`src/rtl/controlador_entrada_pkg.sv`:
```
// Shared definitions for the user-input front-end.
//  - FSM state encodings (2-bit, legacy-compatible localparams)
//  - default debounce length for the 50 MHz board clock
//  - bit positions inside the synchronised control/data bundle used by the top
package controlador_entrada_pkg;

  localparam logic [1:0] ST_IDLE    = 2'd0;
  localparam logic [1:0] ST_ARMED   = 2'd1;
  localparam logic [1:0] ST_PRESSED = 2'd2;
  localparam logic [1:0] ST_DONE    = 2'd3;

  // 10 ms at 50 MHz
  localparam int DEBOUNCE_CYCLES_DEF = 500000;

  // Layout of the bundle fed through the top-level synchroniser:
  // bit CTRL_REQ is req, bits CTRL_SW_LSB and up are the switches.
  localparam int CTRL_REQ    = 0;
  localparam int CTRL_SW_LSB = 1;

endpackage

```
`src/rtl/controlador_entrada_filtro_debounce.sv`:
```
// filtro_debounce: 2-FF synchroniser and stability counter for the active-low key.
//  clk           in   board clock
//  reset         in   asynchronous, active-low
//  raw_n         in   raw pushbutton, active-low, asynchronous
//  state         out  debounced key level (1 = pressed)
//  press_evt     out  one-cycle pulse on the 0->1 edge of state
//  release_evt   out  one-cycle pulse on the 1->0 edge of state
//  pressed_sync  out  synchronised (not debounced) key level, 1 = pressed;
//                     lets the controller spot a key that is already down
//                     before the debouncer has accepted it
module filtro_debounce #(
  parameter int DEBOUNCE_CYCLES = 500000,
  parameter int CNT_W           = 20
) (
  input  logic clk,
  input  logic reset,
  input  logic raw_n,
  output logic state,
  output logic press_evt,
  output logic release_evt,
  output logic pressed_sync
);

  // Synchroniser resets to "released".
  logic key_s1_q, key_s2_q;
  logic pressed_s;

  logic [CNT_W-1:0] cnt_q, cnt_d;
  logic             state_q, state_d;
  logic             state_prev_q;

  always_ff @(posedge clk or negedge reset) begin
    if (!reset) begin
      key_s1_q <= 1'b1;
      key_s2_q <= 1'b1;
    end else begin
      key_s1_q <= raw_n;
      key_s2_q <= key_s1_q;
    end
  end

  assign pressed_s = ~key_s2_q;

  // Counter only runs while the synced level disagrees with the accepted
  // state; any return to agreement throws the partial count away.
  always_comb begin
    cnt_d   = cnt_q;
    state_d = state_q;
    if (pressed_s == state_q) begin
      cnt_d = '0;
    end else if (cnt_q == CNT_W'(DEBOUNCE_CYCLES - 1)) begin
      state_d = pressed_s;
      cnt_d   = '0;
    end else begin
      cnt_d = cnt_q + CNT_W'(1);
    end
  end

  always_ff @(posedge clk or negedge reset) begin
    if (!reset) begin
      cnt_q        <= '0;
      state_q      <= 1'b0;
      state_prev_q <= 1'b0;
    end else begin
      cnt_q        <= cnt_d;
      state_q      <= state_d;
      state_prev_q <= state_q;
    end
  end

  assign state        = state_q;
  assign press_evt    = state_q & ~state_prev_q;
  assign release_evt  = ~state_q & state_prev_q;
  assign pressed_sync = pressed_s;

endmodule

```
`src/rtl/controlador_entrada.sv`:
```
// controlador_entrada: debounced "ent" key + switch capture, handed to the
// processor over a 4-phase req/valid handshake.
//  clk        in   board clock
//  reset      in   asynchronous, active-low
//  key_n      in   raw pushbutton, active-low, asynchronous
//  switch_in  in   [DATA_W] raw switches, asynchronous
//  req        in   processor request level (slow clock domain)
//  valid      out  data_out holds a captured word; held until req falls
//  data_out   out  [DATA_W] captured switch word
//  key_state  out  debounced key level for the LED
module controlador_entrada
  import controlador_entrada_pkg::*;
#(
  parameter int DATA_W          = 16,
  parameter int DEBOUNCE_CYCLES = DEBOUNCE_CYCLES_DEF,
  parameter int CNT_W           = 20
) (
  input  logic              clk,
  input  logic              reset,
  input  logic              key_n,
  input  logic [DATA_W-1:0] switch_in,
  input  logic              req,
  output logic              valid,
  output logic [DATA_W-1:0] data_out,
  output logic              key_state
);

  localparam int BUN_W = DATA_W + 1;

  // req and switches share one 2-FF synchroniser bundle.
  logic [BUN_W-1:0] bun_raw, bun_s1_q, bun_s2_q;
  logic             req_s;
  logic [DATA_W-1:0] sw_s;

  assign bun_raw[CTRL_REQ]                       = req;
  assign bun_raw[CTRL_SW_LSB +: DATA_W]          = switch_in;

  always_ff @(posedge clk or negedge reset) begin
    if (!reset) begin
      bun_s1_q <= '0;
      bun_s2_q <= '0;
    end else begin
      bun_s1_q <= bun_raw;
      bun_s2_q <= bun_s1_q;
    end
  end

  assign req_s = bun_s2_q[CTRL_REQ];
  assign sw_s  = bun_s2_q[CTRL_SW_LSB +: DATA_W];

  logic key_st, press_evt, release_evt, pressed_sync;

  filtro_debounce #(
    .DEBOUNCE_CYCLES (DEBOUNCE_CYCLES),
    .CNT_W           (CNT_W)
  ) u_deb (
    .clk          (clk),
    .reset        (reset),
    .raw_n        (key_n),
    .state        (key_st),
    .press_evt    (press_evt),
    .release_evt  (release_evt),
    .pressed_sync (pressed_sync)
  );

  logic [1:0]        state_q, state_d;
  logic              valid_q, valid_d;
  logic [DATA_W-1:0] data_q,  data_d;
  // hold_q: the key was already down (debounced or not) when ARMED was
  // entered; its press must not count until the key has gone fully up.
  logic              hold_q,  hold_d;

  always_comb begin
    state_d = state_q;
    valid_d = valid_q;
    data_d  = data_q;
    hold_d  = hold_q;
    case (state_q)
      ST_IDLE: begin
        valid_d = 1'b0;
        hold_d  = key_st | pressed_sync;
        if (req_s) state_d = ST_ARMED;
      end
      ST_ARMED: begin
        hold_d = hold_q & (key_st | pressed_sync);
        // Abort has priority over a simultaneous press.
        if (!req_s) begin
          state_d = ST_IDLE;
        end else if (press_evt && !hold_q) begin
          data_d  = sw_s;
          state_d = ST_PRESSED;
        end
      end
      ST_PRESSED: begin
        if (!req_s) begin
          state_d = ST_IDLE;
        end else if (release_evt) begin
          state_d = ST_DONE;
          valid_d = 1'b1;
        end
      end
      ST_DONE: begin
        if (!req_s) begin
          state_d = ST_IDLE;
          valid_d = 1'b0;
        end
      end
      default: begin
        state_d = ST_IDLE;
        valid_d = 1'b0;
      end
    endcase
  end

  always_ff @(posedge clk or negedge reset) begin
    if (!reset) begin
      state_q <= ST_IDLE;
      valid_q <= 1'b0;
      data_q  <= '0;
      hold_q  <= 1'b0;
    end else begin
      state_q <= state_d;
      valid_q <= valid_d;
      data_q  <= data_d;
      hold_q  <= hold_d;
    end
  end

  assign valid     = valid_q;
  assign data_out  = data_q;
  assign key_state = key_st;

endmodule

```
`config.mk`:
```
export PLATFORM = sky130hd
export DESIGN_NAME = controlador_entrada
export DESIGN_NICKNAME = d
export VERILOG_FILES = /design/src/rtl/controlador_entrada_pkg.sv /design/src/rtl/controlador_entrada_filtro_debounce.sv /design/src/rtl/controlador_entrada.sv
export SDC_FILE = /design/constraint.sdc
export NUM_CORES = 1
export LEC_CHECK = 0
export CAP_MARGIN = 20
export CORE_ASPECT_RATIO = 0.6
export CORE_UTILIZATION = 40
export CTS_CLUSTER_SIZE = 40
export DETAILED_ROUTE_END_ITERATION = 16
export SYNTH_ARGS = -nofsm -noshare
export SYNTH_HDL_FRONTEND = slang
export SYNTH_SLANG_ARGS = --single-unit
```
`constraint.sdc`:
```
create_clock -name clk -period 2.4 [get_ports clk]
set_input_delay 0.36 -clock clk [delete_from_list [all_inputs] [get_ports clk]]
set_output_delay 0.36 -clock clk [all_outputs]
set_load 0.05 [all_outputs]
```
==> reports/qor.log <==
INFO  run_status     status=finished, final reports clean
INFO  run            drv_cap=0
INFO  logic_synthesis syn-num-nets=243
INFO  clock_network  clock_sinks=78
INFO  pwr            seq_power_share=0.479
INFO  logic_synthesis netlist_instances=216
INFO  placed_design  detailed_place_hpwl=3204µm
INFO  die            die_h=68.55µm
INFO  die            dieArea=0.007741mm²
INFO  setup_path     crit_path_max_fanout=5
INFO  clock_network  htreeDepth=3
INFO  finish         area.growth.synth_to_final=26.65%
INFO  timing         post-route-period-util=0.8047
INFO  logic_synthesis synth-seq-cells=78
INFO  timing         timing.max_slew.rel_slack=0.6181
INFO  finish         regArea=0.001954mm²
INFO  finish         antenna-diode-count=0
INFO  setup_path     worst-path-buf-inv=1
INFO  hold_path      hold_path_class=in2async
INFO  logic_synthesis syn_avg_cell_area=13.67µm²
INFO  finish         num-fill-cells=576
INFO  logic_synthesis synth.lib_cells_used.distinct=31
INFO  route          routed_wirelength=4823µm
INFO  timing         rsz0062_at_grt=false
INFO  setup_path     crit_path_top_delay_cell=sky130_fd_sc_hd__clkdlybuf4s50_1
INFO  pwr            p_sw=0.0006670W
INFO  finish         final_layout_size_suffix_gt1_frac=0.1524
INFO  pwr            power.share.combinational=0.082
INFO  setup_path     regToRegStartpoint=u_deb.cnt_q[0]
INFO  route          vias=1,694
INFO  setup_path     timing.setup.critical_path_class=reg2out
INFO  pwr            cellInternalPower=0.002288W
INFO  setup_path     timing.reg2reg.worst_path_depth=5
INFO  clock_network  post_cts_buffers=0
INFO  timing         finalWorstPathRequiredPeriod=1.931ns
INFO  setup_path     critical_path_origin=u_deb.state
INFO  timing         tightestPinTransition=0.5728ns
INFO  clock_network  clockBufferDepth=2
INFO  clock_network  tritoncts_clock_tree=built
INFO  route          vias_per_cell=4.758
INFO  logic_synthesis synth_sequential_area_ratio=0.6619
INFO  logic_synthesis synth.yosys.warnings=0
INFO  die            initial_utilization=0.4275
INFO  placed_design  gp_congestion=0.7583
INFO  global_routing grt_start_max_net_pins=46
INFO  route          remaining_drc_errors=0
INFO  setup_path     crit_path_end_kind=output port
INFO  clock_network  ctsHoldBuffers=0
INFO  finish         layout_commonest_cell=sky130_fd_sc_hd__dfrtp_1
INFO  pwr            power_density=790.1mW/mm²
INFO  setup_path     worstSetupStartpointType=flip-flop
INFO  global_routing first_global_vias=1,679
INFO  global_routing grt_overflow_total=0
INFO  setup_path     path_depth=1
INFO  pwr            leakage=1.629nW
INFO  route          drt_pre_antenna_iters=4
INFO  timing         final_number_of_setup_violating_endpoints=0
INFO  timing         max_clk_rate=517.8MHz
INFO  setup_path     crit_path_cell_trace=clkdlybuf4s50_1
INFO  timing         final_hold_viol_count=0
INFO  setup_path     critical_path_s_top_delay_family=buffers and inverters
INFO  finish         final_layout_net_count=292
INFO  timing         maxSlewViolCount=0
INFO  finish         multiInputGateArea=949.7µm²
INFO  die            ioPinCount=38
INFO  clock_network  clock_insertion_delay_worst_skew=0.33ns
INFO  clock_network  cts_root_buf=sky130_fd_sc_hd__clkbuf_16
INFO  setup_path     timing.critical_path.slowest_cell_delay=0.83ns
INFO  global_routing grtUsageTotal=0.1501
INFO  die            placementRows=23
INFO  placed_design  dpl_worst_slack=0.6166ns
INFO  global_routing antenna_found_initial=0
INFO  pwr            p_clk_frac=0.439
INFO  setup_path     worstReg2RegEnd=u_deb.cnt_q[18]
INFO  route          drt_iter0_drc=118
INFO  setup_path     reg2reg_slack=0.58ns
INFO  die            design.core.area=0.006907mm²
INFO  timing         finalSetupTns=0ns
INFO  clock_network  tritoncts.num_buffers=9
INFO  die            chip_width=112.9µm
INFO  placed_design  buffer_ports.inserted=37
INFO  setup_path     arrival=1.57ns
INFO  route          routed_wire_length_per_instance=13.55µm
INFO  timing         final_setup_slack_of_the_worst_path=0.4687ns
INFO  global_routing global_route_wire_length_before_repair=8349µm
INFO  setup_path     worst_ep_required_time=2.04ns
INFO  route          drtAntennaViolNets=0
INFO  pwr            power.share.switching=0.2257
INFO  pwr            ir_worst_vdd=0.4746mV
INFO  finish         top_library_cells_by_usage_in_the_layout_fill_and_taps_aside=sky130_fd_sc_hd__dfrtp_1 (76), sky130_fd_sc_hd__clkdlybuf4s50_1 (36), sky130_fd_sc_hd__nor2_1 (19)
INFO  clock_network  clk_pin_slew=0.06ns
INFO  timing         skew=0.003581ns
INFO  finish         post-route-util=0.5415
INFO  clock_network  cts_resized=0
INFO  logic_synthesis synth_area=0.002953mm²
how the worst max path moves through the flow:
| stage | to | slack, ns |
|---|---|---|
| 2_1_floorplan | data_out[10] | 0.38 |
| 3_3_place_gp | u_deb.cnt_q[18] | 0.58 |
| 3_5_place_dp | u_deb.cnt_q[18] | 0.62 |
| 4_1_cts | key_state | 0.45 |
| 5_1_grt | u_deb.cnt_q[18] | 0.36 |
| 6_report | key_state | 0.47 |
cell type report:
cell class	count	share of cell area
clock inverters	3	0.01238
inverters	9	0.009033
clock buffers	12	0.06323
well taps	87	0.02911
flip-flops and latches	78	0.5226
multi-input cells	126	0.2539
repair buffers	41	0.1097
per-stage QoR:
| stage | total power [W] | hold slack [ns] | std cells | cell area [µm²] |
|---|---|---|---|---|
| final | 0.002955 | 0.02373 | 356 | 3740 |
| after detailed placement | 0.001686 | 0.3347 | 341 | 3457 |
| after floorplan | 0.001586 | 0.06441 | 216 | 2953 |
| after global routing | 0.003111 | 0.06766 | 356 | 3740 |
| after global placement | 0.001687 | 0.3318 | 341 | 3457 |
| after CTS | 0.003000 | 0.03775 | 356 | 3740 |
registers in the layout, indices dropped and copies added (netlist names):
| signal | count |
|---|---|
| bun_s2_q | 17 |
| bun_s1_q | 17 |
| valid | 1 |
| u_deb.cnt_q | 20 |
| hold_q | 1 |
| u_deb.key_s1_q | 1 |
| u_deb.key_s2_q | 1 |
| u_deb.state_prev_q | 1 |
| state_q | 2 |
| data_out | 16 |
| u_deb.state | 1 |
per-layer routing:
metal / track usage / share of wire / vias up / wire (µm)
li1: - / - / 842 / -
met1: 0.2081 / 0.54 / 806 / 2587
met2: 0.1952 / 0.38 / 38 / 1842
met3: 0.07867 / 0.068 / 8 / 328
met4: 0.05921 / 0.013 / 0 / 64
met5: 0 / 0 / - / 0
synthesized netlist by cell type:
master,instances,share of area
sky130_fd_sc_hd__dfrtp_1,76,0.64
sky130_fd_sc_hd__nor2_1,19,0.024
sky130_fd_sc_hd__mux2_2,16,0.061
sky130_fd_sc_hd__xnor2_1,13,0.039
sky130_fd_sc_hd__nand2_1,12,0.015
sky130_fd_sc_hd__inv_1,9,0.011
sky130_fd_sc_hd__nand3_1,8,0.014
sky130_fd_sc_hd__ha_1,7,0.030
sky130_fd_sc_hd__nor3_1,6,0.010
sky130_fd_sc_hd__mux2i_1,5,0.017
sky130_fd_sc_hd__nor4_1,5,0.011
sky130_fd_sc_hd__o21ai_0,5,0.0085
sky130_fd_sc_hd__nand4_1,4,0.0085
sky130_fd_sc_hd__a21oi_1,3,0.0051
sky130_fd_sc_hd__and2_1,3,0.0064
sky130_fd_sc_hd__a31oi_1,2,0.0042
sky130_fd_sc_hd__and4_1,2,0.0059
sky130_fd_sc_hd__buf_2,2,0.0034
sky130_fd_sc_hd__dfstp_2,2,0.018
sky130_fd_sc_hd__nand2b_1,2,0.0042
sky130_fd_sc_hd__nand4_4,2,0.014
sky130_fd_sc_hd__nor4_4,2,0.014
sky130_fd_sc_hd__o31ai_1,2,0.0051
sky130_fd_sc_hd__xor2_1,2,0.0059
sky130_fd_sc_hd__clkbuf_2,1,0.0017
sky130_fd_sc_hd__nor4b_1,1,0.0030
sky130_fd_sc_hd__nor4b_2,1,0.0051
sky130_fd_sc_hd__nor4bb_1,1,0.0034
sky130_fd_sc_hd__o211ai_1,1,0.0025
sky130_fd_sc_hd__o21ai_2,1,0.0030
sky130_fd_sc_hd__o22ai_1,1,0.0021
cell families after synthesis:
logic type               Yosys count  synth area share
adder cells (fa/ha/maj)            7           0.02966
AO/OA/AOI/OAI                     15           0.03051
multiplexers                      21           0.07797
XOR/XNOR                          15           0.04449
buffers and inverters             12           0.01652
flip-flops                        78            0.6619
AND/OR/NAND/NOR                   68            0.1390
power by group through the flow:
stage                     logic (W)  registers, W  clock network, W
after floorplan            0.000157       0.00143                 0
after global placement     0.000247       0.00144                 0
after detailed placement   0.000247       0.00144                 0
after CTS                  0.000247       0.00142           0.00134
after global routing       0.000287       0.00142           0.00140
final                      0.000243       0.00142           0.00130
Power figures use the tool's default switching activity.
